**src/rtl/avalon_msg_length_limiter_if.sv**
```systemverilog
// Avalon-ST bundle shared by the protocol enforcer chain: data/empty/sop/eop
// with a valid/ready handshake.
interface avalon_st_if #(
  parameter int DATA_WIDTH_IN_BYTES = 16
);
  localparam int EMPTY_WIDTH = (DATA_WIDTH_IN_BYTES > 1) ? $clog2(DATA_WIDTH_IN_BYTES) : 1;

  logic [8*DATA_WIDTH_IN_BYTES-1:0] data;
  logic [EMPTY_WIDTH-1:0]           empty;
  logic                             valid;
  logic                             ready;
  logic                             sop;
  logic                             eop;

  modport master (output data, empty, valid, sop, eop, input ready);
  modport slave  (input data, empty, valid, sop, eop, output ready);
endinterface

```
**src/rtl/avalon_msg_length_limiter.sv**
```systemverilog
// Caps messages at MAX_MSG_BEATS beats: longer ones get an early eop and the
// rest of the message is dropped. Reports each forwarded length and truncation.
module avalon_msg_length_limiter #(
  parameter int DATA_WIDTH_IN_BYTES = 16,
  parameter int MAX_MSG_BEATS       = 64,
  parameter int LEN_WIDTH           = $clog2(MAX_MSG_BEATS + 1)
) (
  input  logic                 clk,
  input  logic                 rst,
  avalon_st_if.slave           msg_in,
  avalon_st_if.master          msg_out,
  output logic                 too_long_error,
  output logic                 msg_len_valid,
  output logic [LEN_WIDTH-1:0] msg_len
);
  localparam int DATA_WIDTH  = 8 * DATA_WIDTH_IN_BYTES;
  localparam int EMPTY_WIDTH = (DATA_WIDTH_IN_BYTES > 1) ? $clog2(DATA_WIDTH_IN_BYTES) : 1;
  localparam logic [LEN_WIDTH-1:0] MAX_LEN = LEN_WIDTH'(MAX_MSG_BEATS);
  localparam logic [LEN_WIDTH-1:0] ONE_LEN = LEN_WIDTH'(1);

  typedef enum logic [1:0] {
    IDLE    = 2'd0,
    IN_MSG  = 2'd1,
    DISCARD = 2'd2
  } state_t;

  state_t               state_reg, state_next;
  logic [LEN_WIDTH-1:0] count_reg, count_next;
  logic [LEN_WIDTH-1:0] count_inc;

  // Output stage: the beat plus the length/truncation tags that travel with it.
  logic                   out_valid_reg;
  logic [DATA_WIDTH-1:0]  out_data_reg;
  logic [EMPTY_WIDTH-1:0] out_empty_reg;
  logic                   out_sop_reg;
  logic                   out_eop_reg;
  logic [LEN_WIDTH-1:0]   out_len_reg;
  logic                   out_trunc_reg;

  logic                   msg_len_valid_reg;
  logic                   too_long_error_reg;
  logic [LEN_WIDTH-1:0]   msg_len_reg;

  logic                   in_accept;
  logic                   out_xfer;
  logic                   fwd;
  logic                   fwd_sop;
  logic                   fwd_eop;
  logic [EMPTY_WIDTH-1:0] fwd_empty;
  logic                   fwd_trunc;
  logic [LEN_WIDTH-1:0]   fwd_len;

  assign msg_in.ready = ~out_valid_reg | msg_out.ready;
  assign in_accept    = msg_in.valid & msg_in.ready;
  assign out_xfer     = out_valid_reg & msg_out.ready;
  assign count_inc    = count_reg + ONE_LEN;

  always_ff @(posedge clk) begin
    if (!rst) begin
      state_reg <= IDLE;
      count_reg <= '0;
    end else begin
      state_reg <= state_next;
      count_reg <= count_next;
    end
  end

  always_comb begin
    state_next = state_reg;
    count_next = count_reg;
    fwd        = 1'b0;
    fwd_sop    = 1'b0;
    fwd_eop    = msg_in.eop;
    fwd_empty  = msg_in.empty;
    fwd_trunc  = 1'b0;
    fwd_len    = '0;
    if (in_accept) begin
      unique case (state_reg)
        IDLE: begin
          // A beat without sop outside a message cannot be framed; drop it.
          if (msg_in.sop) begin
            fwd     = 1'b1;
            fwd_sop = 1'b1;
            fwd_len = ONE_LEN;
            if (!msg_in.eop) begin
              count_next = ONE_LEN;
              state_next = IN_MSG;
            end
          end
        end
        IN_MSG: begin
          fwd     = 1'b1;
          fwd_len = count_inc;
          if (msg_in.eop) begin
            count_next = '0;
            state_next = IDLE;
          end else if (count_inc == MAX_LEN) begin
            fwd_eop    = 1'b1;
            fwd_empty  = '0;
            fwd_trunc  = 1'b1;
            count_next = '0;
            state_next = DISCARD;
          end else begin
            fwd_empty  = '0;
            count_next = count_inc;
          end
        end
        DISCARD: begin
          if (msg_in.eop) begin
            state_next = IDLE;
          end
        end
        default: begin
          state_next = IDLE;
          count_next = '0;
        end
      endcase
    end
  end

  always_ff @(posedge clk) begin
    if (!rst) begin
      out_valid_reg      <= 1'b0;
      out_data_reg       <= '0;
      out_empty_reg      <= '0;
      out_sop_reg        <= 1'b0;
      out_eop_reg        <= 1'b0;
      out_len_reg        <= '0;
      out_trunc_reg      <= 1'b0;
      msg_len_valid_reg  <= 1'b0;
      too_long_error_reg <= 1'b0;
      msg_len_reg        <= '0;
    end else begin
      if (fwd) begin
        out_valid_reg <= 1'b1;
        out_data_reg  <= msg_in.data;
        out_empty_reg <= fwd_empty;
        out_sop_reg   <= fwd_sop;
        out_eop_reg   <= fwd_eop;
        out_len_reg   <= fwd_len;
        out_trunc_reg <= fwd_trunc;
      end else if (out_xfer) begin
        out_valid_reg <= 1'b0;
      end
      // Status reflects what downstream actually took, one cycle later.
      msg_len_valid_reg  <= out_xfer & out_eop_reg;
      too_long_error_reg <= out_xfer & out_eop_reg & out_trunc_reg;
      if (out_xfer && out_eop_reg) begin
        msg_len_reg <= out_len_reg;
      end
    end
  end

  assign msg_out.valid  = out_valid_reg;
  assign msg_out.data   = out_data_reg;
  assign msg_out.empty  = out_empty_reg;
  assign msg_out.sop    = out_sop_reg;
  assign msg_out.eop    = out_eop_reg;
  assign msg_len_valid  = msg_len_valid_reg;
  assign too_long_error = too_long_error_reg;
  assign msg_len        = msg_len_reg;
endmodule
```
**src/flat_wrapper.sv**
```systemverilog
// flat-port wrapper written by rule: the top's interface ports become plain ports
module avalon_msg_length_limiter_flat 
#(
  parameter int DATA_WIDTH_IN_BYTES = 16,
  parameter int MAX_MSG_BEATS       = 64,
  parameter int LEN_WIDTH           = $clog2(MAX_MSG_BEATS + 1)
)
  (clk, rst, too_long_error, msg_len_valid, msg_len, msg_in_data, msg_in_empty, msg_in_valid, msg_in_sop, msg_in_eop, msg_in_ready, msg_out_data, msg_out_empty, msg_out_valid, msg_out_sop, msg_out_eop, msg_out_ready);
  avalon_st_if #(.DATA_WIDTH_IN_BYTES(DATA_WIDTH_IN_BYTES)) msg_in_i ();
  avalon_st_if #(.DATA_WIDTH_IN_BYTES(DATA_WIDTH_IN_BYTES)) msg_out_i ();
  input  logic clk;
  input  logic rst;
  output logic too_long_error;
  output logic msg_len_valid;
  output logic [LEN_WIDTH-1:0] msg_len;
  input wire logic [$bits(msg_in_i.data)-1:0] msg_in_data;
  input wire logic [$bits(msg_in_i.empty)-1:0] msg_in_empty;
  input wire logic [$bits(msg_in_i.valid)-1:0] msg_in_valid;
  input wire logic [$bits(msg_in_i.sop)-1:0] msg_in_sop;
  input wire logic [$bits(msg_in_i.eop)-1:0] msg_in_eop;
  output wire logic [$bits(msg_in_i.ready)-1:0] msg_in_ready;
  output wire logic [$bits(msg_out_i.data)-1:0] msg_out_data;
  output wire logic [$bits(msg_out_i.empty)-1:0] msg_out_empty;
  output wire logic [$bits(msg_out_i.valid)-1:0] msg_out_valid;
  output wire logic [$bits(msg_out_i.sop)-1:0] msg_out_sop;
  output wire logic [$bits(msg_out_i.eop)-1:0] msg_out_eop;
  input wire logic [$bits(msg_out_i.ready)-1:0] msg_out_ready;
  assign msg_in_i.data = msg_in_data;
  assign msg_in_i.empty = msg_in_empty;
  assign msg_in_i.valid = msg_in_valid;
  assign msg_in_i.sop = msg_in_sop;
  assign msg_in_i.eop = msg_in_eop;
  assign msg_in_ready = msg_in_i.ready;
  assign msg_out_data = msg_out_i.data;
  assign msg_out_empty = msg_out_i.empty;
  assign msg_out_valid = msg_out_i.valid;
  assign msg_out_sop = msg_out_i.sop;
  assign msg_out_eop = msg_out_i.eop;
  assign msg_out_i.ready = msg_out_ready;
  avalon_msg_length_limiter #(.DATA_WIDTH_IN_BYTES(DATA_WIDTH_IN_BYTES), .MAX_MSG_BEATS(MAX_MSG_BEATS), .LEN_WIDTH(LEN_WIDTH)) u_core (.clk(clk), .rst(rst), .msg_in(msg_in_i), .msg_out(msg_out_i), .too_long_error(too_long_error), .msg_len_valid(msg_len_valid), .msg_len(msg_len));
endmodule
```
**config.mk**
```make
export PLATFORM = sky130hd
export DESIGN_NAME = avalon_msg_length_limiter_flat
export DESIGN_NICKNAME = d
export VERILOG_FILES = /design/src/rtl/avalon_msg_length_limiter_if.sv /design/src/rtl/avalon_msg_length_limiter.sv /design/src/flat_wrapper.sv
export SDC_FILE = /design/constraint.sdc
export NUM_CORES = 1
export LEC_CHECK = 0
export CAP_MARGIN = 20
export CORE_MARGIN = 2
export CORE_UTILIZATION = 40
export DETAILED_ROUTE_END_ITERATION = 16
export GPL_TIMING_DRIVEN = 0
export PLACE_DENSITY_LB_ADDON = 0.25
export SLEW_MARGIN = 20
export SYNTH_ARGS = -nofsm -noshare
export SYNTH_HDL_FRONTEND = slang
export SYNTH_SLANG_ARGS = --single-unit
```
**constraint.sdc**
```tcl
create_clock -name clk -period 5.7 [get_ports clk]
set_input_delay 1.71 -clock clk [delete_from_list [all_inputs] [get_ports clk]]
set_output_delay 1.71 -clock clk [all_outputs]
set_load 0.01 [all_outputs]
```
======== Word level (Yosys, flattened, before mapping) ========
Index checks and enable logic that the tools add are counted.
word-level totals
  bits in registers ....................... 161
  latch bits .............................. 0
  RAM bits ................................ 0
  memory bits (read-only) ................. 0
  input port bits ......................... 138
  output and inout bits ................... 145
  word-level logic and storage cells ...... 63
  memories kept ........................... 0
operators by class
  $add $sub $neg .......................... 1
  multiply operators ...................... 0
  div/mod/pow operators ................... 0
  $lt $le $gt $ge ......................... 0
  eq/ne operators ......................... 7
  shift operators ......................... 0
  muxes and demuxes ....................... 31
  bitwise logic cells ..................... 7
  reductions and logical operators ........ 5
operators with widths
  kind                                                  number
  two-way mux 7 bit                                     5
  one-hot mux 7 bit (3 select lines)                    1
  two-way mux 1 bit                                     14
  one-hot mux 7 bit (2 select lines)                    1
  two-way mux 4 bit                                     3
  two-way mux 2 bit                                     5
  adder 7 x 1 -> 7 bit (second input constant)          1
  equality test 7 bit (second input constant)           1
  != test 2 bit (second input constant)                 3
  one-hot mux 2 bit (3 select lines)                    1
  AND reduction 5 bit                                   1
  bitwise AND 1 bit                                     4
  AND reduction 4 bit                                   1
  != test 3 x 2 -> 1 bit (second input constant)        1
  equality test 2 x 1 -> 1 bit (second input constant)  1
  equality test 2 bit (second input constant)           1
  zero test 2 bit                                       1
  NOT 1 bit                                             2
  one-hot mux 1 bit (2 select lines)                    1
  nonzero test 2 bit                                    1
  logical AND 1 bit                                     1
  bitwise OR 1 bit                                      1

======== Logic depth before layout (Yosys ltp) ========
  depth after elaboration ................. 6
  depth in mapped cells ................... 8
  mapped depth without buffers ............ 5

======== Worst setup path after synthesis ========
OpenSTA, ideal clock, no wires.
  path kind ............................... in2out
  start ................................... input port msg_out_ready
  end ..................................... output port msg_in_ready
  arrival time ............................ 2.187 ns
  required time ........................... 3.990 ns
  slack ................................... 1.803 ns
  stages .................................. 3
  path buffers ............................ 1
  cells stage by stage .................... nor2b_1 -> buf_2 -> clkinv_1
on the way
  longest elaborated chain between the ends .. 1
RTL lines
  what              RTL line                         text
  from (decl)       flat_wrapper.sv:27               input wire logic [$bits(msg_out_i.ready)-1:0] msg_out_ready;
  bitwise OR 1 bit  avalon_msg_length_limiter.sv:53  assign msg_in.ready = ~out_valid_reg | msg_out.ready;
  to (decl)         flat_wrapper.sv:21               output wire logic [$bits(msg_in_i.ready)-1:0] msg_in_ready;
No other way between the ends.

======== Final worst setup path ========
Ends and elaborated chain as after synthesis.

==> flow_summary.json <==
{
  "synth_cells": 736,
  "number_of_enable_flip_flop_cells_after_synthesis": 0,
  "floorplan_row_count": 44,
  "wl_met3_mm": 1.70,
  "part_of_the_yosys_area_used_for_sequential_elements_pct": 55.4,
  "dp_worst_setup_slack_ps": 671,
  "mean_instance_size_in_the_synthesized_netlist_um2": 7.91,
  "routabilityCongestion": 0.868,
  "postSynthRegisterBits": 161,
  "synth_cell_type_count": 40,
  "max_stage_delay_ps": 600,
  "num_vias": 5978,
  "routed_wl_mm": 18.0,
  "grt_use_total_pct": 23.2,
  "timing.critical_path.from_type": "input port",
  "largest_fanout_on_the_critical_path": 9,
  "fin_nets": 1175,
  "maximum_number_of_pins_on_one_net_before_global_route_repair": 17,
  "post_cts_repair_timing_setup_buffer_count": 0,
  "dominant_combinational_cell_family_by_area_after_synthesis": "simple AND/OR/NAND/NOR gates",
  "worst_ep_arrival_time_ps": 3360,
  "finClkSkew_ps": 8.63,
  "path_cells": "clkdlybuf4s50_1, nor2b_1, buf_2, clkinv_1, clkdlybuf4s50_1",
  "clkSlewWorstSetupHoldPaths_ps": 60,
  "worst_skew_pair.late_latency_ps": 420,
  "cts.sink_count": 161,
  "number_of_antenna_violations_at_the_first_check_in_global_routing": 0,
  "setup_tns_ps": 0,
  "worst_ep_required_time_ps": 3990,
  "worstSetupEndpointType": "primary output",
  "placed_area_um2": 8860,
  "final_min_period_over_clock_period_pct": 88.9,
  "grt_pass1_wl_mm": 29.0,
  "antenna-diode-count": 0,
  "run_status": "complete, no violations",
  "vias_in_the_first_global_route": 5553,
  "initial_utilization_pct": 40.5,
  "mux_contribution_to_synthesized_area_pct": 0,
  "ys_warn_count": 0,
  "cap_viol_max_count": 0,
  "grt_setup_unrepaired": "false",
  "routed_length_on_met1_mm": 7.68,
  "yosys.area_share.adder_pct": 0.215,
  "cts.htree.levels": 4,
  "power-per-cell-area_nw_per_um2": 293,
  "crit_type": "input port to primary output",
  "core_region_area_um2": 14400,
  "min_cycle_time_layout_ps": 5070,
  "finalSetupViolations": 0,
  "finalInstanceArea_um2": 9450,
  "cellLeakagePower_nw": 3.42,
  "wl_per_cell_um": 14.7,
  "finish.utilization_pct": 65.8,
  "chipHeight_um": 125,
  "largest_register_ff_count": 128,
  "drt_iter0_drc": 234,
  "critical_path.most_common_cell": "clkdlybuf4s50_1",
  "grt_remaining_overflow": 0,
  "max-vdd-ir-drop_v": 0.000196,
  "synth-async-reset-ratio_pct": 0,
  "max_freq_ghz": 0.197,
  "post_synth_xor_area_fraction_pct": 0.452,
  "postSynthNetCount": 875,
  "layout-drive-gt1-share_pct": 5.25,
  "maxSlewHeadroom_pct": 58.8,
  "synth_top_area_cell": "dfxtp_1",
  "worstMarginPinSlew_ps": 613,
  "drc_errors": 0,
  "clockBufferDepth": 2,
  "worst_path_dominant_cell_family": "buffers and inverters",
  "netlist_area_before_placement_um2": 5820,
  "avgViaCountPerCell": 4.85,
  "synth_area_in_compound_gates_pct": 16.4,
  "finalHoldViolations": 0,
  "finalWorstSetupSlack_ps": 633,
  "hp-class": "flip-flop to flip-flop",
  "buffer_ports.inserted": 281,
  "tritoncts": "done",
  "routed-wl-met2_mm": 8.24,
  "synth-main-ff-cell": "dfxtp_1",
  "dp_hpwl_mm": 13.3,
  "die_area_um2": 15500,
  "syn_to_final_growth_pct": 62.4,
  "n_fill_cell": 1257,
  "worstPathBufferInverterCount": 4,
  "ioPinCount": 283,
  "cp_slowest_cell": "clkdlybuf4s50_1",
  "hold_buffer_count_at_cts": 0,
  "synth_simple_gate_area_share_pct": 23.1,
  "synth_top_area_cells": "dfxtp_1, nand2_1, a21oi_1",
  "cts.repair.resized": 0,
  "drtPass1Iterations": 5,
  "total_count_of_max_transition_violations_in_the_final_report": 0,
  "fin_worst_hold_slack_ps": 448,
  "antenna_violating_nets_left": 0,
  "cts_root_buf": "clkbuf_16",
  "dr.max_layer_used": "met4",
  "post-synth-top-area-fraction_pct": 55.4,
  "die_width_um": 125,
  "cts_inserted_buffers": 17
}
[cells in the final DEF (no fill, tap or decap), drive strengths merged, types with 4 or more instances in the layout]
| cell type | count |
|---|---|
| dfxtp | 161 |
| nand2 | 282 |
| nor3 | 5 |
| nand3 | 14 |
| clkinv | 5 |
| a22oi | 4 |
| buf | 21 |
| clkbuf | 56 |
| inv | 7 |
| o21ai | 10 |
| clkdlybuf4s50 | 281 |
| nor2 | 13 |
| and3 | 4 |
| a21oi | 148 |
[logic make-up after synthesis]
group,Yosys count
and+or+nand+nor,331
AOI/OAI and AO/OA,178
DFF,161
buffers and inverters,62
xor gates and xnor gates,3
adders and majority gates,1
[cell usage after synthesis (4+ instances only)]
master,number
nor2_1,13
a22oi_1,4
a21oi_1,148
clkbuf_1,34
nand2_1,282
nor3_1,4
buf_2,21
nand3_1,13
o21ai_0,9
dfxtp_1,161
and3_1,4
inv_1,5
[power breakdown]
part,switching [W],total (W),internal [W]
clock,0.000443,0.00113,0.000688
combinational,0.000195,0.000423,0.000228
sequential,0.0000293,0.00121,0.00118
total,0.000667,0.00277,0.00210
[worst reg2reg max path: stages, from the launching register on]
cell and delay, ps:
dfxtp_1 340, nor2b_1 130, buf_2 170, nor4_4 550, buf_2 380, buf_2 280, nand2_1 80, a21oi_1 130
[per-layer routing]
layer / global-route usage [%] / vias to the layer above
met3: 8.46 / 30
met1: 29.3 / 2703
met4: 8.53 / 0
met2: 36.5 / 219
met5: 0 / -
li1: - / 3026
[metrics by stage]
stage               cells  total power, W
floorplan             736         0.00140
global placement     1201         0.00166
detailed placement   1201         0.00166
CTS                  1232         0.00279
global route         1232         0.00288
finish               1232         0.00277
[layout make-up]
cell class	instances	area, um2	area share (%)
inverters	7	26.3	0.278
flip-flops and latches	161	3220	34.1
repair buffers	281	2810	29.8
clock buffers	22	484	5.12
clock inverters	9	104	1.10
well taps	184	230	2.44
plain buffers	55	233	2.46
multi-input cells	513	2340	24.7
[path summary, 6_finish.rpt]
| path | cells past startpoint | endpoint | from | slack [ps] |
|---|---|---|---|---|
| max | 5 | msg_in_ready | msg_out_ready | 630 |
| min | 2 | u_core.msg_out.empty[1] | u_core.msg_out.empty[1] | 450 |
| max reg2reg | 7 | u_core.msg_out.data[62] | u_core.msg_out.valid | 3570 |
| min reg2reg | 2 | u_core.msg_out.empty[1] | u_core.msg_out.empty[1] | 450 |
No activity file was read; power rests on OpenSTA's default activity.
